$ cat src/rtl/ptw_mem_responder.sv
// PTE word responder for the page-table walker, serving 32-bit reads from 128-bit memory lines.
// Define PTW_LINE_BUF_EN to keep the last fetched line, with D-cache write-back snooping.
module ptw_mem_responder #(
  parameter int XLEN      = 32,
  parameter int PC_BITS   = 20,
  parameter int LINE_BITS = 128
) (
  input  logic                 clk,
  input  logic                 rst,
  input  logic                 Ptw_mem_req,
  input  logic [PC_BITS-1:0]   Ptw_mem_addr,
  output logic [XLEN-1:0]      Ptw_mem_rdata,
  output logic                 Ptw_mem_valid,
  input  logic                 MEM_stall,
  output logic                 Pr_mem_req,
  output logic [PC_BITS-5:0]   Pr_mem_addr,
  input  logic [LINE_BITS-1:0] MEM_data_line,
  input  logic                 MEM_mem_valid,
  input  logic                 Dc_wb_we,
  input  logic [PC_BITS-5:0]   Dc_wb_addr
);

  localparam int LW = PC_BITS - 4;
  localparam int LB = $clog2(LINE_BITS);

  typedef enum logic [1:0] {IDLE, WAIT_BUS, MISS, RESP} state_t;

  state_t         state;
  logic           aborted;
  logic [1:0]     wsel;
  logic [LB-1:0]  wbase;
  logic [LW-1:0]  req_line;
  logic [XLEN-1:0] fill_word;
  logic           hit;
  logic [XLEN-1:0] buf_word;

  assign wsel      = Ptw_mem_addr[3:2];
  assign wbase     = LB'(32'(wsel) * XLEN);
  assign req_line  = Ptw_mem_addr[PC_BITS-1:4];
  assign fill_word = MEM_data_line[wbase +: XLEN];

`ifdef PTW_LINE_BUF_EN
  logic                 buf_v;
  logic                 no_keep;
  logic [LW-1:0]        buf_tag;
  logic [LINE_BITS-1:0] buf_line;
  logic                 wb_buf;
  logic                 wb_pend;
  logic                 unused_bits;

  assign unused_bits = ^Ptw_mem_addr[1:0];
  assign wb_buf   = Dc_wb_we && buf_v && (Dc_wb_addr == buf_tag);
  assign wb_pend  = Dc_wb_we && (Dc_wb_addr == Pr_mem_addr);
  // A write-back landing on the same edge as the lookup makes the copy stale
  assign hit      = buf_v && !wb_buf && (buf_tag == req_line);
  assign buf_word = buf_line[wbase +: XLEN];

  always_ff @(posedge clk) begin
    if (rst) begin
      buf_v   <= 1'b0;
      no_keep <= 1'b0;
      buf_tag <= '0;
    end else begin
      if (wb_buf)
        buf_v <= 1'b0;
      if (state == MISS) begin
        if (MEM_mem_valid) begin
          buf_v   <= !(no_keep || wb_pend);
          buf_tag <= Pr_mem_addr;
          no_keep <= 1'b0;
        end else if (wb_pend) begin
          no_keep <= 1'b1;
        end
      end
    end
  end

  always_ff @(posedge clk) begin
    if (state == MISS && MEM_mem_valid)
      buf_line <= MEM_data_line;
  end
`else
  logic unused_bits;

  assign unused_bits = ^{Ptw_mem_addr[1:0], Dc_wb_we, Dc_wb_addr};
  assign hit         = 1'b0;
  assign buf_word    = '0;
`endif

  always_ff @(posedge clk) begin
    if (rst) begin
      state         <= IDLE;
      aborted       <= 1'b0;
      Ptw_mem_valid <= 1'b0;
      Ptw_mem_rdata <= '0;
      Pr_mem_req    <= 1'b0;
      Pr_mem_addr   <= '0;
    end else begin
      Ptw_mem_valid <= 1'b0;
      unique case (state)
        IDLE: begin
          if (Ptw_mem_req) begin
            aborted <= 1'b0;
            if (hit) begin
              state         <= RESP;
              Ptw_mem_valid <= 1'b1;
              Ptw_mem_rdata <= buf_word;
            end else if (MEM_stall) begin
              state <= WAIT_BUS;
            end else begin
              state       <= MISS;
              Pr_mem_req  <= 1'b1;
              Pr_mem_addr <= req_line;
            end
          end
        end
        WAIT_BUS: begin
          if (!Ptw_mem_req) begin
            state <= IDLE;
          end else if (!MEM_stall) begin
            state       <= MISS;
            Pr_mem_req  <= 1'b1;
            Pr_mem_addr <= req_line;
          end
        end
        MISS: begin
          // The read always completes; only the response is dropped
          if (MEM_mem_valid) begin
            Pr_mem_req <= 1'b0;
            if (Ptw_mem_req && !aborted) begin
              state         <= RESP;
              Ptw_mem_valid <= 1'b1;
              Ptw_mem_rdata <= fill_word;
            end else begin
              state <= IDLE;
            end
          end else if (!Ptw_mem_req) begin
            aborted <= 1'b1;
          end
        end
        RESP: state <= IDLE;
        default: state <= IDLE;
      endcase
    end
  end

endmodule
$ cat config.mk
export PLATFORM = sky130hd
export DESIGN_NAME = ptw_mem_responder
export DESIGN_NICKNAME = d
export VERILOG_FILES = /design/src/rtl/ptw_mem_responder.sv
export SDC_FILE = /design/constraint.sdc
export NUM_CORES = 1
export LEC_CHECK = 0
export ABC_AREA = 1
export CORE_UTILIZATION = 41
export DETAILED_ROUTE_END_ITERATION = 16
export GPL_TIMING_DRIVEN = 0
export PLACE_DENSITY_LB_ADDON = 0.25
export SYNTH_ARGS = -nofsm -noshare
export SYNTH_HDL_FRONTEND = slang
export SYNTH_SLANG_ARGS = --single-unit
$ cat constraint.sdc
create_clock -name clk -period 3.4 [get_ports clk]
set_input_delay 0.68 -clock clk [delete_from_list [all_inputs] [get_ports clk]]
set_output_delay 0.68 -clock clk [all_outputs]
set_load 0.005 [all_outputs]
Word-level counts from Yosys, hierarchy flattened

Index checks and enable logic that the tools add are counted.

Equal/unequal tests: 10
Shifts and indexed selects: 1
Muxes and demuxes: 16
Bitwise operators: 3
Reduce and logical (&&, ||, !) cells: 12

Operators by type and width:

| operator                                       | number |
|---|---|
| indexed part select 128 x 8 -> 32 bit          | 1 |
| 2-to-1 mux 2 bit                               | 6 |
| != test 2 bit (second input constant)          | 5 |
| AND reduction 3 bit                            | 3 |
| one-hot mux 2 bit (4 select lines)             | 1 |
| AND reduction 4 bit                            | 2 |
| 2-to-1 mux 1 bit                               | 7 |
| == test 2 bit (second input constant)          | 2 |
| one-hot mux 1 bit (2 select lines)             | 2 |
| nonzero test 2 bit                             | 2 |
| != test 3 bit (second input constant)          | 1 |
| inverter 1 bit                                 | 3 |
| OR reduction 3 bit                             | 1 |
| == test 2 x 1 -> 1 bit (second input constant) | 1 |
| zero test 2 bit                                | 1 |
| != test 2 x 1 -> 1 bit (second input constant) | 1 |
| OR reduction 2 bit                             | 1 |
| logical AND 1 bit                              | 1 |
| zero test 1 bit                                | 1 |

Register bits: 53
Input port bits: 170
Output and inout bits: 50
Word-level logic and storage cells: 48

Depth between registers and ports, before layout

Gate-level depths: netlist (run 1).

Word-level depth: 5
Depth in mapped cells: 8
Gate-level depth less buffers: 6

Worst setup path before layout (run 1)

Ideal clock, no wire load.

Path type: input port to flip-flop
Start: input port Ptw_mem_addr[3]
End: register Ptw_mem_rdata[22]
Library setup time: 0.064 ns
Arrival: 1.457 ns
Slack: 1.879 ns
Stages: 7
Buffers on the path: 2
Cells stage by stage: clkbuf_1 -> inv_1 -> clkbuf_1 -> nand3_1 -> nand2_1 -> nor2_1 -> nor2_1

Longest elaborated chain between the ends: 1

Ends and longest elaborated chain:

| what                                  | RTL line | text |
|---|---|---|
| start: declaration                    | 11       | `input logic [PC_BITS-1:0] Ptw_mem_addr,` |
| indexed part select 128 x 8 -> 32 bit | 40       | `assign fill_word = MEM_data_line[wbase +: XLEN];` |
| end signal: assignment                | 107      | `Ptw_mem_rdata <= buf_word;` |
| end signal: assignment                | 133      | `Ptw_mem_rdata <= fill_word;` |
| end: declaration                      | 12       | `output logic [XLEN-1:0] Ptw_mem_rdata,` |

No other way between the ends.
A chain may end at the register's enable or synchronous reset.

Final worst setup path (run 1)

Start: input port Ptw_mem_req
End: register Pr_mem_addr[0]

Longest elaborated chain between the ends: 1

Ends and longest elaborated chain:

| what                                 | RTL line | text |
|---|---|---|
| start: declaration                   | 10       | `input logic Ptw_mem_req,` |
| AND reduction 3 bit (no source line) | -        |  |
| end signal: assignment               | 113      | `Pr_mem_addr <= req_line;` |
| end signal: assignment               | 123      | `Pr_mem_addr <= req_line;` |
| end: declaration                     | 16       | `output logic [PC_BITS-5:0] Pr_mem_addr,` |

No other way between the ends.

==> impl_metrics.prom, run 1 <==
# TYPE chip_impl_metric gauge
chip_impl_metric{name="die_h",unit="um"} 96.0
chip_impl_info{name="start_kind",value="primary input"} 1
chip_impl_metric{name="timing.reg2reg.worst_path_depth",unit=""} 6
chip_impl_metric{name="static_leakage",unit="nW"} 3.18
chip_impl_metric{name="wire_length_of_the_first_global_routing_pass",unit="um"} 18000
chip_impl_metric{name="detailedRoute.firstIterationViolations",unit=""} 175
chip_impl_info{name="grt_setup_unrepaired",value="false"} 1
chip_impl_info{name="grt_busiest_layer",value="met2"} 1
chip_impl_metric{name="critical_path_arrival",unit="ns"} 2.17
chip_impl_metric{name="synth-seq-area-share",unit=""} 0.293
chip_impl_info{name="worstHoldStart",value="Pr_mem_req"} 1
chip_impl_metric{name="synth_seq_cells",unit=""} 53
chip_impl_info{name="outcome",value="complete, no violations"} 1
chip_impl_metric{name="number_of_antenna_violations_at_the_first_check_in_global_routing",unit=""} 0
chip_impl_info{name="cts_tree",value="yes"} 1
chip_impl_metric{name="drv_slew",unit=""} 0
chip_impl_metric{name="syn-num-nets",unit=""} 862
chip_impl_info{name="worst_r2r_startpoint",value="state[1]"} 1
chip_impl_metric{name="critical_path_peak_fanout",unit=""} 10
chip_impl_info{name="worstSetupEndpointType",value="flop"} 1
chip_impl_info{name="clock_tree.root_cell",value="clkbuf_8"} 1
chip_impl_metric{name="synth_to_layout_area_growth",unit="%"} 60.9
chip_impl_metric{name="starting_density_of_the_core",unit=""} 0.433
chip_impl_info{name="post_synth_main_area_contributors",value="dfxtp_1, nand2_1, inv_1"} 1
chip_impl_metric{name="post_cts_buffers",unit=""} 0
chip_impl_metric{name="max_cap_viol_count",unit=""} 0
chip_impl_metric{name="ctsHtreeMaxLevel",unit=""} 2
chip_impl_metric{name="finClkSkew",unit="ns"} 0.00567
chip_impl_metric{name="place.port_buffers",unit=""} 199
chip_impl_metric{name="min_period_over_period",unit=""} 0.572
chip_impl_metric{name="wl",unit="um"} 11200
chip_impl_metric{name="r2r_setup_slack",unit="ns"} 1.93
chip_impl_metric{name="bufs_on_longest_clock_path",unit=""} 2
chip_impl_metric{name="clk_latency",unit="ns"} 0.30
chip_impl_metric{name="crit_required",unit="ns"} 3.62
chip_impl_metric{name="route.detailed.wl_per_inst",unit="um"} 11.2
chip_impl_metric{name="timing.final.hold_violations",unit=""} 0
chip_impl_metric{name="fin_ws",unit="ns"} 1.46
chip_impl_metric{name="gr-usage-met1",unit=""} 0.282
chip_impl_metric{name="finalNetCount",unit=""} 1068
chip_impl_metric{name="grt_use_met3",unit=""} 0.0363
chip_impl_metric{name="grtUsageMet2",unit=""} 0.462
chip_impl_metric{name="tightestPinTransition",unit="ns"} 0.527
chip_impl_metric{name="fill_cells",unit=""} 748
chip_impl_info{name="synth_top_cell_by_area",value="dfxtp_1"} 1
chip_impl_metric{name="synthesis.area",unit="um^2"} 3630
chip_impl_metric{name="layout_min_cycle_time",unit="ns"} 1.94
chip_impl_metric{name="design.core.area",unit="um^2"} 8380
chip_impl_metric{name="synth-warning-count",unit=""} 0
chip_impl_metric{name="cts.clk_slew.worst_paths",unit="ns"} 0.09
chip_impl_info{name="min_delay_worst_endpoint",value="Pr_mem_req"} 1
chip_impl_info{name="hold_path.class",value="flop to flop"} 1
chip_impl_info{name="path_class",value="primary input to flop"} 1
chip_impl_metric{name="synthDistinctLibCells",unit=""} 14
chip_impl_metric{name="dp_worst_setup_slack",unit="ns"} 1.13
chip_impl_metric{name="min_path_cells",unit=""} 2
chip_impl_metric{name="antenna_cells_inserted",unit=""} 0
chip_impl_metric{name="worst_slew_margin_rel",unit=""} 0.649
chip_impl_metric{name="max_freq",unit="GHz"} 0.514
chip_impl_metric{name="global_route.overflow_total",unit=""} 0
chip_impl_metric{name="netlist.area_leader.share",unit=""} 0.293
chip_impl_metric{name="number_of_iterations_in_the_first_detailed_routing_pass",unit=""} 4
chip_impl_info{name="crit-reg2reg-capture",value="Pr_mem_addr[0]"} 1
chip_impl_metric{name="die-width",unit="um"} 96.0
chip_impl_metric{name="post_cts_resize_count",unit=""} 0
chip_impl_metric{name="drive_above_1_share",unit=""} 0.0290
chip_impl_metric{name="syn_area_per_cell",unit="um^2"} 5.24
chip_impl_metric{name="top_level_i_o_count",unit=""} 220
chip_impl_metric{name="gp_congestion",unit=""} 0.861
chip_impl_metric{name="power.total",unit="mW"} 1.59
chip_impl_metric{name="cts_hold_buf",unit=""} 0
chip_impl_metric{name="drc",unit=""} 0
chip_impl_metric{name="post_syn_instances",unit=""} 692
chip_impl_metric{name="grt_start_max_net_pins",unit=""} 15
chip_impl_metric{name="postRouteAntennaNets",unit=""} 0
chip_impl_metric{name="hpwl",unit="um"} 9110
chip_impl_metric{name="timing.setup.tns",unit="ns"} 0
chip_impl_metric{name="global_route.usage.total",unit=""} 0.247
chip_impl_metric{name="pwr_dens",unit="nW/um^2"} 273
chip_impl_metric{name="worst_ir_drop_vdd",unit="V"} 0.000165
chip_impl_metric{name="first_global_vias",unit=""} 4207
chip_impl_metric{name="cts_made_buffers",unit=""} 5
chip_impl_metric{name="row_count",unit=""} 33
chip_impl_metric{name="route.vias.total",unit=""} 4544
chip_impl_metric{name="cts.sink_count",unit=""} 53
chip_impl_metric{name="setup_viol",unit=""} 0
chip_impl_metric{name="dieArea",unit="um^2"} 9220
chip_impl_metric{name="route.detailed.vias_per_inst",unit=""} 4.53
==> registers in the layout (all words and copies together), names as in the netlist <==
register / count
Ptw_mem_rdata: 32
aborted: 1
Pr_mem_req: 1
Pr_mem_addr: 16
Ptw_mem_valid: 1
state: 2
==> synthesized netlist by cell type <==
master / n
buf_6: 3
nand2_1: 236
dfxtp_1: 53
buf_4: 1
inv_2: 2
buf_2: 12
nor2_2: 1
inv_1: 169
o21ai_0: 17
nor2_1: 104
nand3_1: 73
a21oi_1: 2
clkbuf_1: 18
nor2_4: 1
==> routing by layer <==
metal	wire length [um]	part of all wire
met1	4610	0.41
met3	753	0.067
met2	5690	0.51
met5	0	0
met4	148	0.013
==> area by class of cell <==
cell class                 instances  area, um^2  area share
timing repair buffer             199        1990       0.341
multi-input combinational        434        1750       0.301
sequential                        53        1060       0.182
inverter                         171         642       0.110
buffer                            34         169      0.0289
tap                              105         131      0.0225
clock buffer                       7        86.3      0.0148
==> cells in the final DEF (no fill, tap or decap) <==
cell type	netlist	routed
clkdlybuf4s50_1	0	199
inv_2	2	2
nor2_1	104	104
dfxtp_1	53	53
nor2_2	1	1
buf_2	12	12
inv_1	169	169
a21oi_1	2	2
nand2_1	236	236
clkbuf_8	0	6
nor2_4	1	1
o21ai_0	17	17
buf_6	3	3
buf_4	1	1
clkbuf_1	18	19
nand3_1	73	73
==> report_power, final <==
group / switching, mW / total, mW / internal (mW)
Clock: 0.190 / 0.352 / 0.162
Sequential: 0.0247 / 0.688 / 0.664
Combinational: 0.240 / 0.555 / 0.314
==> per-stage QoR <==
stage / util / cell area [um^2] / hold slack [ns] / cells
floorplan: - / 3630 / 0.444 / 692
global placement: 0.686 / 5750 / 0.448 / 996
detailed placement: 0.686 / 5750 / 0.466 / 996
CTS: 0.696 / 5840 / 0.490 / 1003
global route: 0.696 / 5840 / 0.517 / 1003
finish: 0.696 / 5840 / 0.481 / 1003
==> how the worst max path moves through the flow <==
stage	end	from	cells past startpoint	slack (ns)
finish	Pr_mem_addr[0]	Ptw_mem_req	6	1.46
global placement	Ptw_mem_rdata[20]	Ptw_mem_addr[2]	8	1.21
CTS	Ptw_mem_rdata[13]	Ptw_mem_addr[2]	8	1.45
global route	Ptw_mem_rdata[13]	Ptw_mem_addr[2]	8	1.31
floorplan	Ptw_mem_rdata[22]	Ptw_mem_addr[3]	7	1.88
detailed placement	Ptw_mem_rdata[13]	Ptw_mem_addr[2]	8	1.13
==> logic make-up (layout without fill, tap and decap cells) <==
group,after synthesis,count (layout),synth area share
AOI/OAI and AO/OA,19,19,0.0262
buffers and inverters,205,411,0.224
DFF,53,53,0.293
and+or+nand+nor,415,415,0.458
==> critical path, cell delays in order <==
cell and delay (ns):
clkdlybuf4s50_1 0.54, nand2_1 0.15, nor2_4 0.18, clkbuf_1 0.32, o21ai_0 0.14, nor2_1 0.15
Note: power is estimated with default switching activity, not from simulation.
==> inputs of run 2 (changes only) <==
CORE_UTILIZATION = 38   (was 41)
clock period = 1.9 ns   (was 3.4 ns; I/O delays follow)
==> run 2 against run 1 <==
Effect of this change:
- routed wire length shrank 4.9%
- core utilization shrank 5.9 points
- critical endpoint is now Ptw_mem_rdata[20]
- critical path depth grew 2
- count of clock-buffer cells in the layout shrank 2
==> impl_metrics.prom, run 2 (synthesis results as in run 1) <==
# TYPE chip_impl_metric gauge
chip_impl_info{name="outcome",value="complete, no violations"} 1
chip_impl_info{name="crit_path_top_delay_cell",value="clkdlybuf4s50_1"} 1
chip_impl_metric{name="fin_ws",unit="ns"} 0.293
chip_impl_info{name="crit_family",value="buffers and inverters"} 1
chip_impl_metric{name="layout_min_cycle_time",unit="ns"} 1.61
chip_impl_metric{name="route.detailed.wl_per_inst",unit="um"} 10.4
chip_impl_metric{name="global_route.usage.total",unit=""} 0.218
chip_impl_info{name="worst_r2r_startpoint",value="state[1]"} 1
chip_impl_metric{name="dieArea",unit="um^2"} 9940
chip_impl_metric{name="min_path_cells",unit=""} 2
chip_impl_metric{name="drc",unit=""} 0
chip_impl_metric{name="global_route.overflow_total",unit=""} 0
chip_impl_metric{name="clk_latency",unit="ns"} 0.30
chip_impl_metric{name="timing.reg2reg.worst_path_depth",unit=""} 7
chip_impl_metric{name="top_level_i_o_count",unit=""} 220
chip_impl_metric{name="critical_path_arrival",unit="ns"} 1.81
chip_impl_metric{name="timing.final.hold_violations",unit=""} 0
chip_impl_info{name="worstHoldStart",value="aborted"} 1
chip_impl_metric{name="pwr_dens",unit="nW/um^2"} 508
chip_impl_metric{name="final_core_utilization",unit=""} 0.638
chip_impl_metric{name="design.core.area",unit="um^2"} 9240
chip_impl_info{name="crit_chain",value="clkdlybuf4s50_1 -> inv_1 -> nor2_1 -> nand3_1 -> buf_6 -> buf_2 -> nor2_1 -> nor2_1"} 1
chip_impl_metric{name="ctsHtreeMaxLevel",unit=""} 2
chip_impl_metric{name="timing.critical_path.buf_inv",unit=""} 4
chip_impl_metric{name="static_leakage",unit="nW"} 3.19
chip_impl_metric{name="bufs_on_longest_clock_path",unit=""} 2
chip_impl_metric{name="worst_ir_drop_vdd",unit="V"} 0.000284
chip_impl_metric{name="critical_path_peak_fanout",unit=""} 10
chip_impl_info{name="hold_path.class",value="flop to flop"} 1
chip_impl_metric{name="first_global_vias",unit=""} 3861
chip_impl_metric{name="cts.sink_count",unit=""} 53
chip_impl_info{name="cts_tree",value="yes"} 1
chip_impl_metric{name="detailedRoute.firstIterationViolations",unit=""} 82
chip_impl_metric{name="largest_register_ffs",unit=""} 32
chip_impl_info{name="final_cell_mix",value="nand2_1, clkdlybuf4s50_1, inv_1"} 1
chip_impl_metric{name="cts.clk_slew.worst_paths",unit="ns"} 0.10
chip_impl_metric{name="slowest_delay",unit="ns"} 0.53
chip_impl_info{name="path_class",value="primary input to flop"} 1
chip_impl_info{name="crit_path_frequent_cell",value="nor2_1"} 1
chip_impl_metric{name="post_cts_buffers",unit=""} 0
chip_impl_metric{name="post_cts_resize_count",unit=""} 0
chip_impl_metric{name="cts_hold_buf",unit=""} 0
chip_impl_metric{name="r2r_setup_slack",unit="ns"} 0.51
chip_impl_metric{name="place.port_buffers",unit=""} 199
chip_impl_metric{name="route.detailed.vias_per_inst",unit=""} 4.19
chip_impl_metric{name="drv_slew",unit=""} 0
chip_impl_info{name="largest_register",value="Ptw_mem_rdata"} 1
chip_impl_metric{name="cts_made_buffers",unit=""} 5
chip_impl_info{name="clock_tree.root_cell",value="clkbuf_8"} 1
chip_impl_metric{name="grt_start_max_net_pins",unit=""} 18
chip_impl_metric{name="min_period_over_period",unit=""} 0.846
chip_impl_metric{name="number_of_iterations_in_the_first_detailed_routing_pass",unit=""} 4
chip_impl_metric{name="finClkSkew",unit="ns"} 0.00820
chip_impl_metric{name="antenna_cells_inserted",unit=""} 0
chip_impl_metric{name="postRouteAntennaNets",unit=""} 0
chip_impl_metric{name="place_area",unit="um^2"} 5780
chip_impl_metric{name="tightestPinTransition",unit="ns"} 0.531
chip_impl_metric{name="drive_above_1_share",unit=""} 0.0311
chip_impl_metric{name="synth_to_layout_area_growth",unit="%"} 62.5
chip_impl_info{name="worstSetupEndpointType",value="flop"} 1
chip_impl_metric{name="crit_required",unit="ns"} 2.11
chip_impl_info{name="crit-reg2reg-capture",value="Ptw_mem_rdata[20]"} 1
chip_impl_metric{name="setup_viol",unit=""} 0
chip_impl_info{name="layout_commonest_cell",value="nand2_1"} 1
chip_impl_metric{name="finalNetCount",unit=""} 1068
chip_impl_info{name="min_delay_worst_endpoint",value="aborted"} 1
chip_impl_metric{name="hpwl",unit="um"} 8420
chip_impl_metric{name="wl",unit="um"} 10700
chip_impl_metric{name="number_of_antenna_violations_at_the_first_check_in_global_routing",unit=""} 0
chip_impl_metric{name="timing.hold.ws",unit="ns"} 0.489
chip_impl_metric{name="worst_slew_margin_rel",unit=""} 0.646
chip_impl_metric{name="starting_density_of_the_core",unit=""} 0.392
chip_impl_metric{name="wire_length_of_the_first_global_routing_pass",unit="um"} 17500
chip_impl_metric{name="gp_congestion",unit=""} 0.815
chip_impl_info{name="grt_setup_unrepaired",value="false"} 1
chip_impl_info{name="start_kind",value="primary input"} 1
chip_impl_info{name="leading_registers_by_flop_count",value="Ptw_mem_rdata: 32 flops, Pr_mem_addr: 16 flops, state: 2 flops"} 1
chip_impl_metric{name="route.vias.total",unit=""} 4308
chip_impl_metric{name="max_freq",unit="GHz"} 0.622
chip_impl_metric{name="die_h",unit="um"} 99.7
chip_impl_metric{name="dp_worst_setup_slack",unit="ns"} -0.0191
chip_impl_metric{name="post-route-cell-area",unit="um^2"} 5890
chip_impl_metric{name="die-width",unit="um"} 99.7
chip_impl_metric{name="row_count",unit=""} 35
chip_impl_metric{name="max_cap_viol_count",unit=""} 0
## run 2: cell count changes in the layout (fill, tap and decap cells not counted)
cell	delta
clkbuf_8	-1
clkinv_2	+1
bufinv_16	+1
clkbuf_1	-1
inv_6	+1
## run 2: layout make-up
| class | count | area [um^2] |
|---|---|---|
| tap | 129 | 161 |
| multi-input combinational | 434 | 1750 |
| sequential | 53 | 1060 |
| clock inverter | 3 | 43.8 |
| timing repair buffer | 199 | 1990 |
| fill | 923 | 3350 |
| inverter | 171 | 642 |
| buffer | 34 | 169 |
| clock buffer | 5 | 68.8 |
## run 2: worst reg2reg max path, cell delays in order (launching register included)
cell	delay, ns
dfxtp_1	0.43
inv_2	0.08
nor2_2	0.12
nand3_1	0.13
buf_6	0.17
buf_2	0.19
nor2_1	0.13
nor2_1	0.04
## run 2: worst max-delay path by stage
| stage | from | endpoint | slack [ns] | cells after the start |
|---|---|---|---|---|
| 2_1_floorplan | Ptw_mem_addr[3] | Ptw_mem_rdata[22] | 0.68 | 7 |
| 3_3_place_gp | Ptw_mem_addr[2] | Ptw_mem_rdata[9] | -0.03 | 8 |
| 3_5_place_dp | Ptw_mem_addr[2] | Ptw_mem_rdata[9] | -0.02 | 8 |
| 4_1_cts | Ptw_mem_req | Ptw_mem_rdata[12] | 0.29 | 8 |
| 5_1_grt | Ptw_mem_req | Ptw_mem_rdata[15] | 0.11 | 8 |
| 6_report | Ptw_mem_req | Ptw_mem_rdata[20] | 0.29 | 8 |
## run 2: metrics by stage
stage / std cells / total power [mW] / setup TNS (ns)
2_1_floorplan: 692 / 1.69 / 0
3_3_place_gp: 1020 / 2.23 / -0.0442
3_5_place_dp: 1020 / 2.24 / -0.0982
4_1_cts: 1028 / 3.02 / 0
5_1_grt: 1028 / 3.18 / 0
6_report: 1028 / 2.99 / 0
## run 2: power breakdown
part | switching, mW | internal (mW) | total, mW
Clock | 0.389 | 0.396 | 0.785
Sequential | 0.0411 | 1.19 | 1.23
Combinational | 0.417 | 0.562 | 0.979
Total | 0.848 | 2.15 | 2.99
## run 2: metal layers
metal	vias up	GRT usage	wire length (um)
met5	-	0	0
li1	2380	-	-
met3	4	0.0443	618
met4	0	0.0407	61
met1	1805	0.271	4820
met2	119	0.389	5160
